$ cat src/rtl/memtest_pkg.sv
// Shared types and constants for the memory-tester game controller.
// The sequence store holds seven one-hot symbols, newest in the low nibble.
package memtest_pkg;

    localparam int SYM_W     = 4;
    localparam int SEQ_W     = 28;
    localparam int MAX_LEVEL = 7;

    localparam logic [7:0] LFSR_SEED = 8'hA5;
    // x^8 + x^6 + x^5 + x^4 + 1 for a left-shifting Fibonacci register
    localparam logic [7:0] LFSR_TAPS = 8'b1011_1000;

    typedef enum logic [3:0] {
        ST_IDLE     = 4'd0,
        ST_GEN      = 4'd1,
        ST_ADD      = 4'd2,
        ST_SETTLE   = 4'd3,
        ST_SHOW_ON  = 4'd4,
        ST_SHOW_OFF = 4'd5,
        ST_WAIT_IN  = 4'd6,
        ST_WIN      = 4'd7,
        ST_LOSE     = 4'd8
    } state_e;

    function automatic logic is_onehot4(input logic [SYM_W-1:0] v);
        return (v != 4'd0) && ((v & (v - 4'd1)) == 4'd0);
    endfunction

    function automatic logic [SYM_W-1:0] sym_at(input logic [SEQ_W-1:0] seq,
                                                 input logic [2:0]       i);
        return seq[SYM_W*i +: SYM_W];
    endfunction

endpackage

$ cat src/rtl/memtest_lfsr8.sv
// Free-running 8-bit Fibonacci LFSR; exposes the two bits used to pick a symbol.
module memtest_lfsr8
    import memtest_pkg::*;
#(
    parameter logic [7:0] SEED = LFSR_SEED
) (
    input  logic       clock,
    input  logic       rst,
    output logic [1:0] rand_sel
);

    logic [7:0] lfsr_r;
    logic       fb_s;

    assign fb_s = ^(lfsr_r & LFSR_TAPS);

    // Advance every cycle out of reset
    always_ff @(posedge clock or negedge rst) begin
        if (!rst) begin
            lfsr_r <= SEED;
        end else begin
            lfsr_r <= {lfsr_r[6:0], fb_s};
        end
    end

    assign rand_sel = lfsr_r[1:0];

endmodule

$ cat src/rtl/memtest_sequencer.sv
// Memory-tester game controller: grows a random one-hot sequence in the external
// store, plays it back on the LEDs and checks the player's presses against it.
module memtest_sequencer
    import memtest_pkg::*;
#(
    parameter int unsigned FLASH_CYCLES   = 32'd25_000_000,
    parameter int unsigned GAP_CYCLES     = 32'd12_500_000,
    parameter int unsigned TIMEOUT_CYCLES = 32'd0,
    parameter int unsigned MAX_LEVEL      = memtest_pkg::MAX_LEVEL,
    parameter logic [7:0]  LFSR_SEED      = memtest_pkg::LFSR_SEED
) (
    input  logic             clock,
    input  logic             rst,
    input  logic             start,
    input  logic             btn_valid,
    input  logic [SYM_W-1:0] btn_code,
    input  logic [SEQ_W-1:0] seq_q,
    output logic [SYM_W-1:0] flash_num,
    output logic             reg_enable,
    output logic             shl,
    output logic [SYM_W-1:0] led_code,
    output logic             led_on,
    output logic [2:0]       level,
    output logic             busy,
    output logic             win,
    output logic             lose
);

    localparam int unsigned MAX_FG  = (FLASH_CYCLES > GAP_CYCLES) ? FLASH_CYCLES : GAP_CYCLES;
    localparam int unsigned MAX_CNT = (MAX_FG > TIMEOUT_CYCLES) ? MAX_FG : TIMEOUT_CYCLES;
    localparam int          CNT_W   = (MAX_CNT > 32'd1) ? $clog2(MAX_CNT) : 1;

    localparam logic [CNT_W-1:0] CNT_ZERO   = {CNT_W{1'b0}};
    localparam logic [CNT_W-1:0] CNT_ONE    = CNT_W'(32'd1);
    localparam logic [CNT_W-1:0] FLASH_LAST = CNT_W'(FLASH_CYCLES - 32'd1);
    localparam logic [CNT_W-1:0] GAP_LAST   = CNT_W'(GAP_CYCLES - 32'd1);
    localparam logic [CNT_W-1:0] TO_LAST    =
        (TIMEOUT_CYCLES > 32'd0) ? CNT_W'(TIMEOUT_CYCLES - 32'd1) : CNT_ZERO;
    localparam bit               TIMEOUT_EN = (TIMEOUT_CYCLES != 32'd0);
    localparam logic [2:0]       LAST_LEVEL = 3'(MAX_LEVEL);

    state_e           state_r, state_nxt_s;
    logic [CNT_W-1:0] timer_r;
    logic             timer_clr_s;
    logic [2:0]       idx_r, idx_nxt_s;
    logic [2:0]       pos_r, pos_nxt_s;
    logic [2:0]       level_r, level_nxt_s;
    logic             restart_r, restart_nxt_s;
    logic             btn_match_s;
    logic [1:0]       rand_sel_s;

    logic [SYM_W-1:0] flash_num_r;
    logic             reg_enable_r;
    logic             shl_r;
    logic [SYM_W-1:0] led_code_r;
    logic             led_on_r;
    logic             busy_r;
    logic             win_r;
    logic             lose_r;

    memtest_lfsr8 #(.SEED(LFSR_SEED)) u_lfsr (
        .clock    (clock),
        .rst      (rst),
        .rand_sel (rand_sel_s)
    );

    // Next-state, phase timer and playback/press pointers
    always_comb begin
        state_nxt_s   = state_r;
        timer_clr_s   = 1'b1;
        idx_nxt_s     = idx_r;
        pos_nxt_s     = pos_r;
        level_nxt_s   = level_r;
        restart_nxt_s = 1'b0;
        btn_match_s   = is_onehot4(btn_code) && (btn_code == sym_at(seq_q, pos_r));

        case (state_r)
            ST_IDLE: begin
                level_nxt_s = 3'd0;
                if (start || restart_r) begin
                    state_nxt_s = ST_GEN;
                end else begin
                    state_nxt_s = ST_IDLE;
                end
            end
            ST_GEN: begin
                state_nxt_s = ST_ADD;
            end
            ST_ADD: begin
                // Playback starts at the oldest nibble, index new_level-1
                level_nxt_s = level_r + 3'd1;
                idx_nxt_s   = level_r;
                state_nxt_s = ST_SETTLE;
            end
            ST_SETTLE: begin
                state_nxt_s = ST_SHOW_ON;
            end
            ST_SHOW_ON: begin
                if (timer_r == FLASH_LAST) begin
                    state_nxt_s = ST_SHOW_OFF;
                end else begin
                    timer_clr_s = 1'b0;
                end
            end
            ST_SHOW_OFF: begin
                if (timer_r != GAP_LAST) begin
                    timer_clr_s = 1'b0;
                end else if (idx_r == 3'd0) begin
                    pos_nxt_s   = level_r - 3'd1;
                    state_nxt_s = ST_WAIT_IN;
                end else begin
                    idx_nxt_s   = idx_r - 3'd1;
                    state_nxt_s = ST_SHOW_ON;
                end
            end
            ST_WAIT_IN: begin
                // A press in the expiry cycle takes priority over the timeout
                if (btn_valid) begin
                    if (!btn_match_s) begin
                        state_nxt_s = ST_LOSE;
                    end else if (pos_r != 3'd0) begin
                        pos_nxt_s = pos_r - 3'd1;
                    end else if (level_r == LAST_LEVEL) begin
                        state_nxt_s = ST_WIN;
                    end else begin
                        state_nxt_s = ST_GEN;
                    end
                end else if (TIMEOUT_EN && (timer_r == TO_LAST)) begin
                    state_nxt_s = ST_LOSE;
                end else if (TIMEOUT_EN) begin
                    timer_clr_s = 1'b0;
                end else begin
                    timer_clr_s = 1'b1;
                end
            end
            ST_WIN, ST_LOSE: begin
                if (start) begin
                    level_nxt_s   = 3'd0;
                    restart_nxt_s = 1'b1;
                    state_nxt_s   = ST_IDLE;
                end else begin
                    state_nxt_s = state_r;
                end
            end
            default: begin
                state_nxt_s = ST_IDLE;
            end
        endcase
    end

    // FSM state, timers and pointers
    always_ff @(posedge clock or negedge rst) begin
        if (!rst) begin
            state_r   <= ST_IDLE;
            timer_r   <= CNT_ZERO;
            idx_r     <= 3'd0;
            pos_r     <= 3'd0;
            level_r   <= 3'd0;
            restart_r <= 1'b0;
        end else begin
            state_r   <= state_nxt_s;
            timer_r   <= timer_clr_s ? CNT_ZERO : (timer_r + CNT_ONE);
            idx_r     <= idx_nxt_s;
            pos_r     <= pos_nxt_s;
            level_r   <= level_nxt_s;
            restart_r <= restart_nxt_s;
        end
    end

    // Registered outputs, aligned with the state they describe
    always_ff @(posedge clock or negedge rst) begin
        if (!rst) begin
            flash_num_r  <= 4'd0;
            reg_enable_r <= 1'b0;
            shl_r        <= 1'b0;
            led_code_r   <= 4'd0;
            led_on_r     <= 1'b0;
            busy_r       <= 1'b0;
            win_r        <= 1'b0;
            lose_r       <= 1'b0;
        end else begin
            flash_num_r  <= (state_r == ST_GEN) ? (4'b0001 << rand_sel_s) : flash_num_r;
            reg_enable_r <= (state_nxt_s != ST_IDLE);
            shl_r        <= (state_nxt_s == ST_ADD);
            led_code_r   <= (state_nxt_s == ST_SHOW_ON) ? sym_at(seq_q, idx_nxt_s) : 4'd0;
            led_on_r     <= (state_nxt_s == ST_SHOW_ON);
            busy_r       <= (state_nxt_s != ST_IDLE) && (state_nxt_s != ST_WIN) &&
                            (state_nxt_s != ST_LOSE);
            win_r        <= (state_nxt_s == ST_WIN);
            lose_r       <= (state_nxt_s == ST_LOSE);
        end
    end

    assign flash_num  = flash_num_r;
    assign reg_enable = reg_enable_r;
    assign shl        = shl_r;
    assign led_code   = led_code_r;
    assign led_on     = led_on_r;
    assign level      = level_r;
    assign busy       = busy_r;
    assign win        = win_r;
    assign lose       = lose_r;

endmodule

$ cat config.mk
export PLATFORM = sky130hd
export DESIGN_NAME = memtest_sequencer
export DESIGN_NICKNAME = d
export VERILOG_FILES = /design/src/rtl/memtest_pkg.sv /design/src/rtl/memtest_lfsr8.sv /design/src/rtl/memtest_sequencer.sv
export SDC_FILE = /design/constraint.sdc
export NUM_CORES = 1
export LEC_CHECK = 0
export CAP_MARGIN = 20
export CORE_ASPECT_RATIO = 1.2
export CORE_MARGIN = 3
export CORE_UTILIZATION = 59
export CTS_CLUSTER_SIZE = 25
export DETAILED_ROUTE_END_ITERATION = 12
export GPL_TIMING_DRIVEN = 0
export PLACE_DENSITY = 0.84
export RECOVER_POWER = 100
export SLEW_MARGIN = 20
export SYNTH_ARGS = -nofsm -noshare
export SYNTH_HDL_FRONTEND = slang
export SYNTH_SLANG_ARGS = --single-unit
$ cat constraint.sdc
create_clock -name clock -period 4.1 [get_ports clock]
set_input_delay 0.82 -clock clock [delete_from_list [all_inputs] [get_ports clock]]
set_output_delay 0.82 -clock clock [all_outputs]
set_load 0.005 [all_outputs]
; Yosys cells after proc, flatten, opt, wreduce, memory -nomap -nowiden
; Cells that the tools add are included.
[classes]
shifts = 3
mux = 28
n_addsub = 6
n_eq_ne = 24
bitwise = 1
reduce_logical = 17
[ops]
columns = op, n
row1 = $shiftx A28 B6 Y4, 2
row2 = $pmux W4 S8, 1
row3 = $mux W4, 7
row4 = $mux W3, 9
row5 = $add A25 B1 Y25 const B, 1
row6 = $eq A25 B25 Y1 const B, 1
row7 = $mux W25, 1
row8 = $ne A25 B24 Y1 const B, 1
row9 = $eq A4 B3 Y1 const B, 6
row10 = $eq A4 B2 Y1 const B, 3
row11 = $ne A2 B2 Y1 const B, 6
row12 = $pmux W3 S2, 2
row13 = $pmux W3 S3, 1
row14 = $sub A3 B1 Y3 const B, 3
row15 = $eq A4 B4 Y1 const B, 2
row16 = $logic_not A4 Y1, 2
row17 = $reduce_bool A4 Y1, 2
row18 = $reduce_xor A8 Y1, 1
row19 = $reduce_and A6 Y1, 1
row20 = $reduce_bool A3 Y1, 2
row21 = $mux W1, 5
row22 = $and A4 B4 Y4, 1
row23 = $eq A4 B1 Y1 const B, 1
row24 = $eq A4 B4 Y1, 1
row25 = other kinds (14), 17
[totals]
word_cells = 94
output_inout_bits = 17
regBits = 61
input_bits = 36

; Longest topological paths before layout
; Gate-level depths: netlist (run 1).
[logic_depth]
depth_word = 11
ltp_mapped = 10
ltp_nobuf = 9

; Cells and area by module
; From an unflattened synthesis (run 1), not the netlist that was laid out.
[unflattened]
cells_unflattened = 378
area_unflattened_um2 = 3637.2
[by_module_without_submodules]
columns = module, cells_each, area_per_inst_um2, seq_area_each_um2, n_inst
row1 = memtest_sequencer, 365, 3390.8, 1326.3, 1
row2 = memtest_lfsr8, 13, 246.5, 205.2, 1

; Least setup slack after synthesis (run 1)
; OpenSTA, ideal clock, no wires.
[synth_timing]
path_kind = input -> register
startpoint = input port seq_q[2]
endpoint = register pos_r[0]
path_slack_ns = 1.378
required_time_ns = 4.010
setup_time_ns = 0.090
stages = 7
path_buffers = 0
arrival_time_ns = 2.632
cell_sequence = nor2b_1 a2111oi_0 nor4_1 nor4_1 nand3_1 or4b_1 o221ai_1
[synth_between]
elab_chain_cells = 5
[synth_rtl]
columns = element, line
row1 = start: declaration, memtest_sequencer.sv:17  ; input logic [SEQ_W-1:0] seq_q,
row2 = $shiftx A28 B6 Y4, memtest_pkg.sv:31  ; return seq[SYM_W*i +: SYM_W];
row3 = $eq A4 B4 Y1, memtest_sequencer.sv:75  ; btn_match_s = is_onehot4(btn_code) && (btn_code == sym_at(seq_q, pos_r));
row4 = $logic_and A1 B1 Y1, memtest_sequencer.sv:75
row5 = $ne A2 B2 Y1 (no source line), -
row6 = $reduce_and A6 Y1 (no source line), -
row7 = end signal: assignment, memtest_sequencer.sv:164  ; pos_r <= pos_nxt_s;
row8 = end: declaration, memtest_sequencer.sv:46  ; logic [2:0] pos_r, pos_nxt_s;
; Every way passes these cells.
; A chain may end at the register's enable or synchronous reset.

; Worst setup path in the final report (run 1)
[layout_timing]
startpoint = register state_r[2]
endpoint = register led_code_r[2], in the netlist led_code[2]
[layout_between]
word_cells_on_any_way = 21
cone_classes = eq/ne: 9 / shift: 1 / mux: 9 / reduce/logical: 2
[layout_lines]
columns = element, line
row1 = start: declaration, memtest_sequencer.sv:42  ; state_e state_r, state_nxt_s;
row2 = start signal: assignment, memtest_sequencer.sv:161  ; state_r <= state_nxt_s;
row3 = $eq A4 B3 Y1 / $eq A4 B2 Y1 (equally long branches), memtest_sequencer.sv:77  ; case (state_r)
row4 = $pmux W3 S2 *, memtest_sequencer.sv:77
row5 = named net idx_nxt_s[0], memtest_sequencer.sv:45  ; logic [2:0] idx_r, idx_nxt_s;
row6 = $shiftx A28 B6 Y4 *, memtest_pkg.sv:31
row7 = $mux W4 *, memtest_sequencer.sv:185  ; led_code_r <= (state_nxt_s == ST_SHOW_ON) ? sym_at(seq_q, idx_nxt_s) : 4'd0;
row8 = end signal: assignment, memtest_sequencer.sv:185
row9 = end: declaration, memtest_sequencer.sv:55  ; logic [SYM_W-1:0] led_code_r;
; The timed path passes the listed nets; every way through them passes the cells marked *.

==> flow_summary.ini, run 1 <==
[synthesis]
ys_types = 69
postSynthAreaPerCell_um2 = 9.90
synth_nets = 407
synth_ff_type = dfrtp_1
async_flop_share_pct = 100
netlist_area_mm2 = 0.00361
yosys_warnings = 0
synth_edf_count = 0
syn_inst = 365
seq_area_frac_synth_pct = 42.4
synth-seq-cells = 61

[power_and_ir_drop]
powerDensity_mw_per_mm2 = 515
p_int_w = 0.00145
p_switching_w = 0.000815
clockPowerShare_pct = 22.8
power_frac_comb_pct = 44.5
peakVddDrop_mv = 0.273
switching_share_pct = 35.9
sequentialPowerShare_pct = 32.7
p_leak_nw = 1.87

[drt]
routed_wl_um = 8450
drc_errors = 0
via_per_inst = 5.94
routedWlPerCell_um = 16.5
vias = 3045
drt_first_iter_violations = 222
firstDrtPassIters = 5
ant_nets = 0

[cts]
clockBufferDepth = 2
cts_num_sinks = 61
hold_buffers = 0
cts-resized-gates = 0
cts_tree = done
clock_latency_ns = 0.34
cts_buffers = 9
cts_htree_levels = 3
post_cts_buffers = 0
clk_pin_slew_ns = 0.07
root_buffer = clkbuf_8

[floorplanning]
die_area_mm2 = 0.00711
die_y_um = 91.7
rows = 30
die_x_um = 77.5
io_pins = 53
coreArea_mm2 = 0.00578
initial_core_util_pct = 62.5

[global_routing]
grt_pass1_vias = 3079
grt_usage_pct = 25.5
overflow = 0
grt_pass1_wl_um = 14400
antenna_found_initial = 0
grt_max_degree = 62

[sta]
max_freq_mhz = 285
setup_viol = 0
hold_viol = 0
period_share_pct = 85.5
max_slew_margin_pct = 1.92
min_period_ns = 3.50
slew_viol_final = 0
clock_skew_ns = 0.00913
rsz0062_at_grt = false
tightest_slew_ns = 1.47
tns_ns = 0

[final_layout]
layout.nets = 470
seq_area_mm2 = 0.00153
final_cell_mix = dfrtp_1 (57), nor2_1 (46), clkdlybuf4s50_1 (33), nand2_1 (26), mux2i_1 (23)
layoutNonFillerInstCount = 513
antennaDiodeCount = 0
fillers = 446
drive_gt1_share_pct = 9.70
final_common_cell = dfrtp_1
area_growth_pct = 21.9
multi_input_area_mm2 = 0.00195

[flow_run]
cap_violations = 0

[placement]
place_congestion = 0.885
placed_cells = 497
place_hpwl_um = 6170
io_buffers = 52

[critical_path]
r2r-end = led_code[2]$_DFF_PN0_
worst-path-max-fanout = 10
rr_worst_depth = 9
startpoint_type = flip-flop
regToRegSetupSlack_ns = 0.60
worstPathRequired_ns = 4.30
setup.worst_path.class = flip-flop to flip-flop
crit_arrival_ns = 3.71
crit_start = state_r[2]$_DFF_PN0_
end_kind = flip-flop
crit-reg2reg-launch = state_r[2]$_DFF_PN0_

[worst_hold_path]
hold_start = u_lfsr.lfsr_r[6]$_DFF_PN0_
hold_end = u_lfsr.lfsr_r[7]$_DFF_PN1_
hold_path_depth = 0
hp-class = flip-flop to flip-flop

[status]
outcome = completed
[power by group through the flow]
stage | Sequential [W] | Combinational, W | Clock, W
6_report | 0.000742 | 0.00101 | 0.000518
5_1_grt | 0.000753 | 0.00110 | 0.000562
4_1_cts | 0.000744 | 0.00103 | 0.000531
3_5_place_dp | 0.000755 | 0.00102 | 0
3_3_place_gp | 0.000753 | 0.000994 | 0
2_1_floorplan | 0.000751 | 0.000704 | 0
[cell usage after synthesis (5+ instances only)]
cell / instances / area [um2]
xor2_1: 15 / 131
mux2i_1: 23 / 230
nor2_1: 46 / 173
nor3_1: 8 / 40.0
nand4_1: 9 / 56.3
mux2_2: 8 / 90.1
a21oi_1: 5 / 25.0
nor2b_1: 7 / 43.8
dfrtp_1: 57 / 1430
clkbuf_1: 5 / 18.8
o22ai_1: 6 / 37.5
inv_1: 12 / 45.0
o21ai_0: 9 / 45.0
nand2b_1: 7 / 43.8
ha_1: 6 / 75.1
nand3_1: 10 / 50.1
xnor2_1: 13 / 114
buf_2: 5 / 25.0
nand2_1: 26 / 97.6
and3_1: 9 / 56.3
[critical path, cell delays in order, from the launching register on]
cell       delay (ns)
dfrtp_1          0.39
clkbuf_1         0.20
nor4b_1          1.19
nor2_1           0.06
and4_2           0.31
a211oi_4         0.43
buf_8            0.21
o21ba_1          0.21
a2bb2oi_1        0.23
o22ai_1          0.13
[metrics by stage]
step	worst slack [ns]	hold slack (ns)	area, um2	total power [W]	util (%)
final	0.596	0.366	4410	0.00227	76.3
after global routing	0.375	0.384	4410	0.00242	76.3
after CTS	0.949	0.376	4430	0.00230	76.6
after detailed placement	0.621	0.353	4230	0.00177	73.2
after global placement	0.407	0.346	4240	0.00175	73.3
after floorplan	1.38	0.333	3610	0.00146	-
[cell type report]
cell class              instances  area share, %
plain buffers                  13           1.67
clock inverters                 4           1.08
multi-input cells             279           44.2
repair buffers                 52           11.7
well taps                      80           2.27
inverters                      12           1.02
flip-flops and latches         61           34.7
clock buffers                  12           3.29
[routing by layer]
layer  track usage [%]  part of all wire, %  vias to the layer above
met4              10.1                  2.1                        0
met2              43.0                   51                      103
met1              31.3                   42                     1480
met5                 0                    0                        -
met3              5.99                  4.5                       19
li1                  -                    -                     1443
[worst max-delay path by stage]
stage	end	slack [ns]	depth (start not counted)
final	led_code[2]$_DFF_PN0_	0.60	9
after global routing	led_code[2]$_DFF_PN0_	0.37	9
after CTS	pos_r[0]$_DFFE_PN0P_	0.95	8
after detailed placement	pos_r[0]$_DFFE_PN0P_	0.62	8
after global placement	led_code[0]$_DFF_PN0_	0.41	1
after floorplan	pos_r[0]$_DFFE_PN0P_	1.38	7
[state kept, by name, summed over array words and instances, names as in the netlist]
| name | count |
|---|---|
| timer_r | 25 |
| u_lfsr.lfsr_r | 8 |
| flash_num | 4 |
| led_code | 4 |
| state_r | 4 |
| idx_r | 3 |
| level | 3 |
| pos_r | 3 |
| busy | 1 |
| led_on | 1 |
| lose | 1 |
| reg_enable | 1 |
| restart_r | 1 |
| shl | 1 |
| win | 1 |
[kinds of logic after synthesis]
kind of cell | after synthesis | synth area share, %
simple gates | 163 | 26.0
buf+inv | 25 | 3.39
mux | 31 | 8.86
compound gates | 51 | 10.6
flops | 61 | 42.4
fa+ha+maj | 6 | 2.08
xor+xnor | 28 | 6.78
No activity file was read; power rests on OpenSTA's default activity.
==> inputs of run 2 (changes only) <==
--- a/config.mk
+++ b/config.mk
@@ -9,7 +9,7 @@
 export CORE_ASPECT_RATIO = 1.2
 export CORE_MARGIN = 3
 export CORE_UTILIZATION = 59
-export CTS_CLUSTER_SIZE = 25
+export CTS_CLUSTER_SIZE = 12
 export DETAILED_ROUTE_END_ITERATION = 12
 export GPL_TIMING_DRIVEN = 0
 export PLACE_DENSITY = 0.84
==> results of run 2 <==
The final DEF is identical to that of run 1; final timing and power are the same.
==> inputs of run 3 (changes only) <==
--- a/config.mk
+++ b/config.mk
@@ -5,9 +5,8 @@
 export SDC_FILE = /design/constraint.sdc
 export NUM_CORES = 1
 export LEC_CHECK = 0
-export CAP_MARGIN = 20
+export CAP_MARGIN = 25
 export CORE_ASPECT_RATIO = 1.2
-export CORE_MARGIN = 3
 export CORE_UTILIZATION = 59
 export CTS_CLUSTER_SIZE = 12
 export DETAILED_ROUTE_END_ITERATION = 12
==> run 3 against run 2 <==
Cell count unchanged. Clock-buffer cell count is 2 lower. Utilization rose by 0.56 points. Non-clock buffer count unchanged. Clock power up 14%. Clock skew increased by 0.0017 ns. First-iteration DRC count shrank 22%. Sequential power about the same. Fmax rose by 1.3%. Sequential cell count unchanged. Worst hold slack lost 0.0028 ns. Largest cell class unchanged. Largest power group unchanged. Highest routed layer unchanged.
==> flow_summary.ini, run 3 (same netlist as run 1, synthesis figures left out) <==
[status]
outcome = completed

[cts]
root_buffer = clkbuf_8
post_cts_buffers = 0
clockBufferDepth = 2
cts_num_sinks = 61
clock_latency_ns = 0.34
cts_tree = done
cts_htree_levels = 3
cts-resized-gates = 0
cts_buffers = 9
hold_buffers = 0
clk_pin_slew_ns = 0.07

[final_layout]
fillers = 439
top_regs = timer_r (25), u_lfsr.lfsr_r (8)
layoutNonFillerInstCount = 513
final_common_cell = dfrtp_1
drive_gt1_share_pct = 10.6
antennaDiodeCount = 0
layout.nets = 470
final_cell_mix = dfrtp_1 (57), nor2_1 (46), clkdlybuf4s50_1 (33), nand2_1 (26), mux2i_1 (23)
largest_reg_flops = 25
seq_area_mm2 = 0.00153
multi_input_area_mm2 = 0.00195
max_flop_register = timer_r
area_growth_pct = 22.8
stdcell_area_mm2 = 0.00444

[floorplanning]
rows = 30
io_pins = 53
coreArea_mm2 = 0.00578
die_x_um = 73.5
initial_core_util_pct = 62.5
die_y_um = 87.7
die_area_mm2 = 0.00645

[worst_hold_path]
hp-class = flip-flop to flip-flop
hold_start = u_lfsr.lfsr_r[6]$_DFF_PN0_

[power_and_ir_drop]
switching_share_pct = 34.8
powerDensity_mw_per_mm2 = 523
finalPower_w = 0.00232
peakVddDrop_mv = 0.278
clockPowerShare_pct = 25.3
p_switching_w = 0.000807
p_int_w = 0.00151
power_frac_comb_pct = 42.9
p_leak_nw = 1.88
sequentialPowerShare_pct = 31.8

[drt]
drt_first_iter_violations = 174
routed_wl_um = 8020
drc_errors = 0
ant_nets = 0
via_per_inst = 5.89
routedWlPerCell_um = 15.6
firstDrtPassIters = 5
vias = 3023

[global_routing]
grt_pass1_wl_um = 13400
overflow = 0
grt_usage_pct = 27.4
grt_pass1_vias = 2963
antenna_found_initial = 0
grt_max_degree = 62

[placement]
place_hpwl_um = 5970
io_buffers = 52
place_congestion = 0.929
placed_cells = 497
dp_slack_ns = 0.634
post_dp_cell_area_mm2 = 0.00423

[critical_path]
path_cells = clkbuf_1 -> nor4b_1 -> nor2_1 -> and4_2 -> a211oi_4 -> buf_8 -> mux2i_1 -> a2bb2oi_1 -> o22ai_1
slowest_stage = nor4b_1
worst_path_largest_cell_delay_ns = 1.22
worstPathRequired_ns = 4.30
end_kind = flip-flop
crit_start = state_r[3]$_DFF_PN0_
startpoint_type = flip-flop
setup.worst_path.class = flip-flop to flip-flop
worst-path-max-fanout = 10
crit_arrival_ns = 3.66
path_delay_family = simple AND/OR/NAND/NOR gates
crit-reg2reg-launch = state_r[3]$_DFF_PN0_
path_buf_inv = 2

[sta]
setup_viol = 0
max_freq_mhz = 289
period_share_pct = 84.3
max_slew_margin_pct = 2.85
setup_slack_ns = 0.643
min_period_ns = 3.46
slew_viol_final = 0
tns_ns = 0
clock_skew_ns = 0.0108
hold_viol = 0
tightest_slew_ns = 1.46
rsz0062_at_grt = false

[flow_run]
cap_violations = 0
[run 3: cell types whose count changed in the layout (fill, tap and decap cells not counted), sizes merged]
cell    change
clkbuf      -3
buf         +1
bufinv      +1
clkinv      +1
[run 3: worst paths after layout]
path	to	cells past startpoint	slack, ns
min in group asynchronous	flash_num[1]$_DFFE_PN0P_	1	0.83
worst max-delay path	led_code[2]$_DFF_PN0_	9	0.64
worst min register to register	u_lfsr.lfsr_r[7]$_DFF_PN1_	0	0.36
worst min-delay path	u_lfsr.lfsr_r[7]$_DFF_PN1_	0	0.36
max in group asynchronous	timer_r[3]$_DFF_PN0_	1	2.41
worst max register to register	led_code[2]$_DFF_PN0_	9	0.64
[run 3: cell type report]
type / count / area share, %
clock inverter: 6 / 1.94
sequential: 61 / 34.5
buffer: 13 / 1.69
multi-input combinational: 279 / 43.9
clock buffer: 10 / 3.10
timing repair buffer: 52 / 11.6
inverter: 12 / 1.01
tap: 80 / 2.25
[run 3: power by group through the flow]
stage | sequential [W] | combinational, W | clock, W
final | 0.000739 | 0.000995 | 0.000588
after detailed placement | 0.000755 | 0.00101 | 0
after CTS | 0.000744 | 0.00102 | 0.000600
after floorplan | 0.000751 | 0.000704 | 0
after global placement | 0.000753 | 0.000992 | 0
after global routing | 0.000748 | 0.00109 | 0.000631
[run 3: metal layers]
layer,track usage (%),vias up,share of wire [%]
li1,-,1448,-
met1,32.7,1456,41
met2,46.6,103,52
met3,5.18,16,4.7
met4,14.3,0,2.3
met5,0,-,0
[run 3: through the flow]
| step | hold WS [ns] | utilization, % |
|---|---|---|
| after global routing | 0.375 | 76.8 |
| final | 0.363 | 76.8 |
| after floorplan | 0.333 | - |
| after global placement | 0.346 | 73.3 |
| after detailed placement | 0.344 | 73.2 |
| after CTS | 0.369 | 77.1 |
